### src/rtl/msrv32_irq_timer_unit.sv
// msrv32_irq_timer_unit
// Machine-level interrupt source block feeding msrv32_machine_control:
//   - external IRQ pin synchronizer (SYNC_STAGES flops + output register)
//   - software interrupt bit (msip)
//   - 64-bit mtime/mtimecmp timer with a prescaler and a 32-bit word bus port
// Optional feature macro: MSRV32_EXT_IRQ_EDGE_EN
//   When defined, e_irq_out is a pending latch set by a rising edge of the
//   synchronized pin and cleared by ext_irq_ack_in (set wins over ack).
//   When undefined, e_irq_out follows the synchronized pin level and
//   ext_irq_ack_in is ignored.

module msrv32_irq_timer_unit #(
  parameter int SYNC_STAGES = 2,
  parameter int PRESCALE    = 1
) (
  input  logic        clk_in,
  input  logic        reset_n_in,
  input  logic        ext_irq_in,
  input  logic        ext_irq_ack_in,
  input  logic        sw_irq_set_in,
  input  logic        sw_irq_clr_in,
  input  logic        wr_en_in,
  input  logic        rd_en_in,
  input  logic [1:0]  addr_in,
  input  logic [31:0] wdata_in,
  output logic [31:0] rdata_out,
  output logic        rvalid_out,
  output logic        e_irq_out,
  output logic        t_irq_out,
  output logic        s_irq_out,
  output logic [63:0] mtime_out
);

  localparam logic [15:0] PRESCALE_LAST = 16'(PRESCALE - 1);

  logic [15:0]            presc_q;
  logic                   presc_tick;
  logic [63:0]            mtime_q;
  logic [63:0]            mtimecmp_q;
  logic [31:0]            rdata_q;
  logic [31:0]            rd_word;
  logic                   rvalid_q;
  logic                   t_irq_q;
  logic                   msip_q;
  logic [SYNC_STAGES-1:0] sync_q;
  logic                   ext_sync;
  logic                   e_irq_q;
  logic                   wr_mtime_lo;
  logic                   wr_mtime_hi;
  logic                   wr_cmp_lo;
  logic                   wr_cmp_hi;

  assign presc_tick  = (presc_q == PRESCALE_LAST);
  assign wr_mtime_lo = wr_en_in && (addr_in == 2'd0);
  assign wr_mtime_hi = wr_en_in && (addr_in == 2'd1);
  assign wr_cmp_lo   = wr_en_in && (addr_in == 2'd2);
  assign wr_cmp_hi   = wr_en_in && (addr_in == 2'd3);
  assign ext_sync    = sync_q[SYNC_STAGES-1];

  // Prescaler free-runs 0..PRESCALE-1; it is not disturbed by bus writes
  always_ff @(posedge clk_in or negedge reset_n_in) begin
    if (!reset_n_in) begin
      presc_q <= '0;
    end else if (presc_tick) begin
      presc_q <= '0;
    end else begin
      presc_q <= presc_q + 16'd1;
    end
  end

  // mtime: a write to either half replaces that half and suppresses the tick increment
  always_ff @(posedge clk_in or negedge reset_n_in) begin
    if (!reset_n_in) begin
      mtime_q <= '0;
    end else if (wr_mtime_lo) begin
      mtime_q[31:0] <= wdata_in;
    end else if (wr_mtime_hi) begin
      mtime_q[63:32] <= wdata_in;
    end else if (presc_tick) begin
      mtime_q <= mtime_q + 64'd1;
    end
  end

  // mtimecmp resets to all ones so the timer interrupt starts inactive
  always_ff @(posedge clk_in or negedge reset_n_in) begin
    if (!reset_n_in) begin
      mtimecmp_q <= '1;
    end else if (wr_cmp_lo) begin
      mtimecmp_q[31:0] <= wdata_in;
    end else if (wr_cmp_hi) begin
      mtimecmp_q[63:32] <= wdata_in;
    end
  end

  // Read mux selects from pre-update register values
  always_comb begin
    rd_word = '0;
    case (addr_in)
      2'd0:    rd_word = mtime_q[31:0];
      2'd1:    rd_word = mtime_q[63:32];
      2'd2:    rd_word = mtimecmp_q[31:0];
      default: rd_word = mtimecmp_q[63:32];
    endcase
  end

  // Registered read port; data holds while no read is issued
  always_ff @(posedge clk_in or negedge reset_n_in) begin
    if (!reset_n_in) begin
      rdata_q  <= '0;
      rvalid_q <= 1'b0;
    end else begin
      rvalid_q <= rd_en_in;
      if (rd_en_in) begin
        rdata_q <= rd_word;
      end
    end
  end

  // Timer interrupt is a registered unsigned compare of current mtime and mtimecmp
  always_ff @(posedge clk_in or negedge reset_n_in) begin
    if (!reset_n_in) begin
      t_irq_q <= 1'b0;
    end else begin
      t_irq_q <= (mtime_q >= mtimecmp_q);
    end
  end

  // Software interrupt bit; clear has priority over set
  always_ff @(posedge clk_in or negedge reset_n_in) begin
    if (!reset_n_in) begin
      msip_q <= 1'b0;
    end else if (sw_irq_clr_in) begin
      msip_q <= 1'b0;
    end else if (sw_irq_set_in) begin
      msip_q <= 1'b1;
    end
  end

  // Synchronizer chain for the asynchronous external interrupt pin
  always_ff @(posedge clk_in or negedge reset_n_in) begin
    if (!reset_n_in) begin
      sync_q <= '0;
    end else begin
      sync_q <= {sync_q[SYNC_STAGES-2:0], ext_irq_in};
    end
  end

`ifdef MSRV32_EXT_IRQ_EDGE_EN
  logic ext_prev_q;
  logic ext_rise;

  assign ext_rise = ext_sync && !ext_prev_q;

  // Edge detector flop and pending latch; a new edge beats a simultaneous ack
  always_ff @(posedge clk_in or negedge reset_n_in) begin
    if (!reset_n_in) begin
      ext_prev_q <= 1'b0;
      e_irq_q    <= 1'b0;
    end else begin
      ext_prev_q <= ext_sync;
      if (ext_rise) begin
        e_irq_q <= 1'b1;
      end else if (ext_irq_ack_in) begin
        e_irq_q <= 1'b0;
      end
    end
  end
`else
  logic unused_ack;

  assign unused_ack = ext_irq_ack_in;

  // Level mode: one output register after the synchronizer
  always_ff @(posedge clk_in or negedge reset_n_in) begin
    if (!reset_n_in) begin
      e_irq_q <= 1'b0;
    end else begin
      e_irq_q <= ext_sync;
    end
  end
`endif

  assign rdata_out  = rdata_q;
  assign rvalid_out = rvalid_q;
  assign e_irq_out  = e_irq_q;
  assign t_irq_out  = t_irq_q;
  assign s_irq_out  = msip_q;
  assign mtime_out  = mtime_q;

endmodule

### config.mk
export PLATFORM = sky130hd
export DESIGN_NAME = msrv32_irq_timer_unit
export DESIGN_NICKNAME = d
export VERILOG_FILES = /design/src/rtl/msrv32_irq_timer_unit.sv
export SDC_FILE = /design/constraint.sdc
export NUM_CORES = 1
export LEC_CHECK = 0
export BUFFER_PORTS_ARGS = -buffer_cell sky130_fd_sc_hd__clkbuf_2
export CAP_MARGIN = 10
export CORE_MARGIN = 5
export CORE_UTILIZATION = 60
export CTS_BUF_LIST = sky130_fd_sc_hd__clkbuf_16
export CTS_CLUSTER_SIZE = 30
export DETAILED_ROUTE_END_ITERATION = 10
export PLACE_DENSITY = 0.82
export SLEW_MARGIN = 30
export SYNTH_ARGS = -nofsm -noshare
export SYNTH_HDL_FRONTEND = slang
export SYNTH_SLANG_ARGS = --single-unit
### constraint.sdc
create_clock -name clk_in -period 7.4 [get_ports clk_in]
set_input_delay 0.74 -clock clk_in [delete_from_list [all_inputs] [get_ports clk_in]]
set_output_delay 0.74 -clock clk_in [all_outputs]
set_load 0.02 [all_outputs]
==> flow_summary.yaml, run 1 <==
status:
  status: "finished clean"
timing:
  rsz0062_at_grt: "false"
  skew_ns: 0.0117
  post-route-period-util_pct: 46.2
  setup_tns_ns: 0
  setup-violations-final: 0
  drv_slew: 0
  finalCriticalPeriod_ns: 3.42
  slew-limit-headroom_pct: 32.6
  hold_viol: 0
  fmax_ghz: 0.293
  tightest_slew_ns: 1.01
clock_network:
  clk_latency_ns: 0.44
  cts_buffer_depth: 2
  cts-htree-levels: 4
  cts_setup_buffers: 0
  postCtsHoldBufs: 0
  clkTransAtPathRegs_ns: 0.07
  ctsResizeCount: 0
  cts_tree: "done"
  clkSinkCount: 182
  numCtsBuffers: 17
  clockRootBuffer: "clkbuf_16"
global_route:
  antenna_found_initial: 0
  grt_pass1_vias: 9225
  grt_start_max_net_pins: 117
  track_usage_pct: 28.8
  grt_pass1_wl_um: 49900
  grt-ovfl-total: 0
power_and_ir_drop:
  powerDensity_nw_per_um2: 278
  ir_drop_mv: 0.188
  power.leakage_uw: 0.00565
cells_and_area:
  n_fill_cell: 1359
  instances_no_fill: 1424
  area_growth_pct: 13.4
  fin_nets: 1291
  num_antenna_cells: 0
  drive_above_1_share_pct: 32.1
logic_synthesis:
  yosys_warnings: 0
  syn-cell-area_um2: 11000
  synth-main-ff-cell: "dfrtp_1"
  synth_area_leader_cell: "dfrtp_1"
  synthTopCellsByCount: "dfrtp_1 (118), mux2_2 (95), a21oi_1 (92)"
  synth_nets: 1176
  yosys.cell_count.top_type: "dfrtp_1"
  syn_inst: 1067
  yosysSeqAreaShare_pct: 42.1
  avgSynthCellArea_um2: 10.3
  synth-seq-cells: 182
  synth_cell_types: 65
  netlist_top_cells_area: "dfrtp_1 (27%), dfstp_2 (15%), mux2_2 (9.7%)"
  ys_async_sr_fraction_pct: 100
  synth_edf_count: 0
  synth_top_area_share_pct: 26.8
worst_setup_path:
  cp.buffers_inverters: 2
  path_class: "primary input to register"
  cp_top_family: "simple AND/OR/NAND/NOR gates"
  critPathLaunchType: "primary input"
  cp_data_arrival_time_ns: 3.78
  path_cells: "clkbuf_2, buf_4, and2_1, o21a_1, nand4_1, or3_1, nand3_1"
  endpoint_kind: "register"
  ff2ff_path_depth: 6
  path_max_fanout: 38
  critical_path_depth: 7
  cp_slowest_stage_delay_ns: 0.87
  slowest_stage: "o21a_1"
  worstPathRequired_ns: 7.77
detailed_routing:
  drt-vias-per-instance: 6.60
  wl_per_cell_um: 21.7
  vias: 9402
  first_pass_iters: 5
  post-route-drc-count: 0
  drt_iter0_markers: 1195
  drt-total-wl_um: 30900
  ant_nets: 0
floorplan:
  die-area_um2: 21200
  start_util_pct: 61.1
  rows: 49
  num_io_pins: 142
  die_h_um: 145
  die_width_um: 145
  coreArea_um2: 18000
placement:
  gp_congestion: 0.977
  hpwl_um: 21200
  placedCellCount: 1390
  port-buffer-count: 140
hold_path:
  hp-class: "primary input to asynchronous set/reset pin"
job:
  cap_violations: 0
-- kinds of logic after synthesis --
family          after synthesis  synth area share [%]
flops                       182                  42.1
xor+xnor                     13                  1.03
simple gates                293                  14.0
buf+inv                     131                  4.63
mux                         129                  16.5
compound gates              252                  14.1
fa+ha+maj                    67                  7.61
-- worst register-to-register path, delay by kind of cell, from the launching register on --
| kind | cells | cell delay [ns] |
|---|---|---|
| flops | 1 | 0.54 |
| compound gates | 2 | 0.54 |
| simple gates | 4 | 1.82 |
-- cells in the final DEF, fill, tap and decap left out, types with 9 or more instances in the layout --
cell,count
a2bb2oi_1,25
nand4_1,33
nor4_1,10
nand2_1,82
nor3_1,16
dfrtp_1,118
mux4_2,31
nand3_1,41
clkbuf_2,138
dfstp_2,64
clkbuf_16,17
a21oi_1,92
a21o_1,14
o22ai_1,25
mux2_2,95
buf_4,12
ha_1,67
xnor2_1,9
and4_1,13
nor2_1,41
and3_1,20
o21ai_0,54
inv_1,78
-- flip-flops by register name, summed over array words and instances (netlist names) --
register    flops
s_irq_out       1
sync_q          2
presc_q        16
rvalid_out      1
rdata_out      32
mtime_out      64
mtimecmp_q     64
e_irq_out       1
t_irq_out       1
-- final timing paths --
check | start | end | slack [ns]
worst max register to register | mtime_out[15] | mtime_out[60] | 4.37
min in group clk_in | sync_q[0] | sync_q[1] | 0.35
worst min-delay path | reset_n_in | rdata_out[9] | 0.19
max in group asynchronous | reset_n_in | mtime_out[6] | 5.60
worst min register to register | sync_q[0] | sync_q[1] | 0.35
worst max-delay path | addr_in[0] | mtime_out[45] | 3.98
-- area by class of cell --
class                      count  area, um2  share of cell area (%)
inverter                      74        278                    2.22
timing repair buffer         153        828                    6.63
sequential                   182       4630                    37.1
clock inverter                15        126                    1.01
clock buffer                  17        425                    3.41
tap                          229        287                    2.29
multi-input combinational    754       5910                    47.3
-- through the flow --
stage / total power (uW) / area, um2 / hold slack [ns] / worst slack [ns] / utilization, %
final: 3470 / 12500 / 0.187 / 3.98 / 69.3
after global routing: 3660 / 12500 / 0.212 / 3.84 / 69.3
after CTS: 3470 / 12400 / 0.355 / 4.03 / 69.0
after detailed placement: 2580 / 11900 / 0.340 / 3.57 / 66.0
after global placement: 2530 / 11900 / 0.332 / 3.59 / 65.9
after floorplan: 2170 / 11000 / 0.331 / 4.82 / -
-- where the power goes --
part	internal, uW	switching, uW	leakage [uW]
clock network	488	390	0.000284
registers	1240	265	0.00207
logic	473	613	0.00330
-- routing by layer --
layer	wire length, um	vias up	GRT usage (%)	share of wire [%]
met4	1040	0	11.1	3.4
li1	-	4211	-	-
met2	14700	494	45.6	48
met1	12500	4602	38.7	40
met5	0	-	0	0
met3	2680	95	6.76	8.7
No activity file was read; power rests on OpenSTA's default activity.
==> inputs of run 2 (changes only) <==
ABC_AREA = 1   (was not set)
CORE_UTILIZATION = 54   (was 60)
PLACE_DENSITY = 0.78   (was 0.82)
clock period = 3 ns   (was 7.4 ns; I/O delays follow)
==> flow_summary.yaml, run 2 <==
status:
  status: "finished clean"
logic_synthesis:
  synthTopCellsByCount: "nand2_1 (456), inv_1 (228), o21ai_0 (172)"
  synth-main-ff-cell: "dfrtp_1"
  yosys_warnings: 0
  yosys.cell_count.top_type: "nand2_1"
  synth_nets: 1775
  yosysSeqAreaShare_pct: 38.9
  syn_inst: 1666
  syn-cell-area_um2: 11900
  ys_async_sr_fraction_pct: 100
  synth_area_leader_cell: "dfrtp_1"
  synth_cell_types: 37
  synth_edf_count: 0
  synth_top_area_share_pct: 24.8
  synth-seq-cells: 182
  netlist_top_cells_area: "dfrtp_1 (25%), nand2_1 (14%), dfstp_2 (14%)"
  avgSynthCellArea_um2: 7.14
clock_network:
  cts-htree-levels: 4
  cts_buffer_depth: 2
  clkTransAtPathRegs_ns: 0.08
  ctsResizeCount: 0
  numCtsBuffers: 17
  clkSinkCount: 182
  clockRootBuffer: "clkbuf_16"
  cts_tree: "done"
  clk_latency_ns: 0.45
global_route:
  grt_start_max_net_pins: 70
  track_usage_pct: 32.5
  grt_pass1_wl_um: 62800
  grt-ovfl-total: 0
  grt_pass1_vias: 11500
  antenna_found_initial: 0
cells_and_area:
  fin_nets: 1910
  drive_above_1_share_pct: 16.4
  n_fill_cell: 2027
  mostFrequentLayoutCell: "nand2_1"
  area_growth_pct: 14.2
  final_cell_mix: "nand2_1 (454), inv_1 (228), o21ai_0 (172)"
  fin_util_pct: 62.5
  num_antenna_cells: 0
  postLayoutCellArea_um2: 13600
job:
  cap_violations: 0
detailed_routing:
  wl_per_cell_um: 19.3
  drt-vias-per-instance: 5.71
  drt_iter0_markers: 981
  vias: 12000
  first_pass_iters: 5
  drt-total-wl_um: 40500
  post-route-drc-count: 0
  ant_nets: 0
floorplan:
  die-area_um2: 25100
  num_io_pins: 142
  start_util_pct: 54.7
  die_h_um: 158
  coreArea_um2: 21800
  rows: 54
  die_width_um: 158
power_and_ir_drop:
  powerDensity_nw_per_um2: 648
  ir_drop_mv: 0.318
  power.leakage_uw: 0.00679
  p_total_uw: 8810
timing:
  setup-violations-final: 0
  tightest_slew_ns: 0.820
  drv_slew: 0
  slew-limit-headroom_pct: 45.3
  worst_slack_ns: 0.709
  setup_tns_ns: 0
  hold_viol: 0
  finalCriticalPeriod_ns: 2.29
  rsz0062_at_grt: "false"
  post-route-period-util_pct: 76.4
  fmax_ghz: 0.437
  skew_ns: 0.0142
worst_setup_path:
  path_class: "register to register"
  cp_data_arrival_time_ns: 2.60
  ff2ff_path_depth: 9
  critPathLaunchType: "register"
  endpoint_kind: "register"
  worstPathRequired_ns: 3.31
  path_max_fanout: 7
hold_path:
  hp-class: "primary input to register"
  hold_depth: 3
placement:
  place_ws_ns: 0.614
  gp_congestion: 1.05
  hpwl_um: 31000
  port-buffer-count: 140
  place_area_um2: 13000
==> run 2: cell count changes in the layout (fill, tap and decap cells not counted), sizes merged, moves of 13 or more <==
cell,delta
and3,-20
nor2,+120
xor2,+14
nand3,+36
and4,-13
mux2,-95
nand2,+385
a21o,-13
a2bb2oi,-25
o21ai,+123
a221oi,+29
mux4,-32
inv,+159
==> run 2: area by class of cell <==
| type | count | area [um2] | area share (%) |
|---|---|---|---|
| multi-input combinational | 1195 | 6160 | 45.4 |
| sequential | 182 | 4630 | 34.1 |
| timing repair buffer | 171 | 977 | 7.19 |
| inverter | 234 | 880 | 6.47 |
| clock buffer | 17 | 425 | 3.13 |
| tap | 280 | 350 | 2.58 |
| clock inverter | 15 | 158 | 1.16 |
==> run 2: cell families after synthesis <==
family / synth area share [%]
AOI/OAI and AO/OA: 15.6
xor gates and xnor gates: 1.84
adders and majority gates: 7.05
buffers and inverters: 9.32
DFF: 38.9
and+or+nand+nor: 27.2
==> run 2: critical path, stage by stage (launching register included) <==
cell,delay [ns]
dfrtp_1,0.56
nand2_1,0.18
nor2_1,0.32
nand2_1,0.09
nor2_1,0.51
nand3_1,0.16
nand2_1,0.09
nand3_1,0.07
nand2_1,0.07
o21ai_0,0.10
==> run 2: path summary, 6_finish.rpt <==
kind | from | end | slack, ns
worst min register to register | sync_q[0] | sync_q[1] | 0.36
max in group asynchronous | reset_n_in | mtimecmp_q[10] | 1.81
worst min-delay path | sw_irq_set_in | s_irq_out | 0.08
worst max-delay path | mtime_out[27] | mtime_out[48] | 0.71
worst max register to register | mtime_out[27] | mtime_out[48] | 0.71
min in group asynchronous | reset_n_in | e_irq_out | 0.42
==> run 2: through the flow <==
step	cells	hold slack [ns]
global route	2094	0.0977
detailed placement	2058	0.339
global placement	2058	0.334
CTS	2094	0.0837
floorplan	1666	0.00441
finish	2094	0.0790
==> run 2: what timing repair did <==
| action | in CTS | in global routing |
|---|---|---|
| endpoints found under the hold margin | 46 | 0 |
| setup endpoints to repair | 0 | 0 |
| buffers inserted | 0 | 0 |
| hold buffers | 4 | 0 |
==> run 2: metal layers <==
metal,wire length [um],vias up,GRT usage [%]
li1,-,5695,-
met1,17600,5700,44.3
met2,18900,477,53.2
met3,2770,85,4.95
met4,1140,0,11.4
met5,0,-,0
==> run 2: report_power, final <==
group	total (uW)	internal [uW]	leakage, uW	switching [uW]
combinational	2950	1030	0.00438	1920
sequential	3590	2980	0.00212	607
clock	2270	1120	0.000287	1150
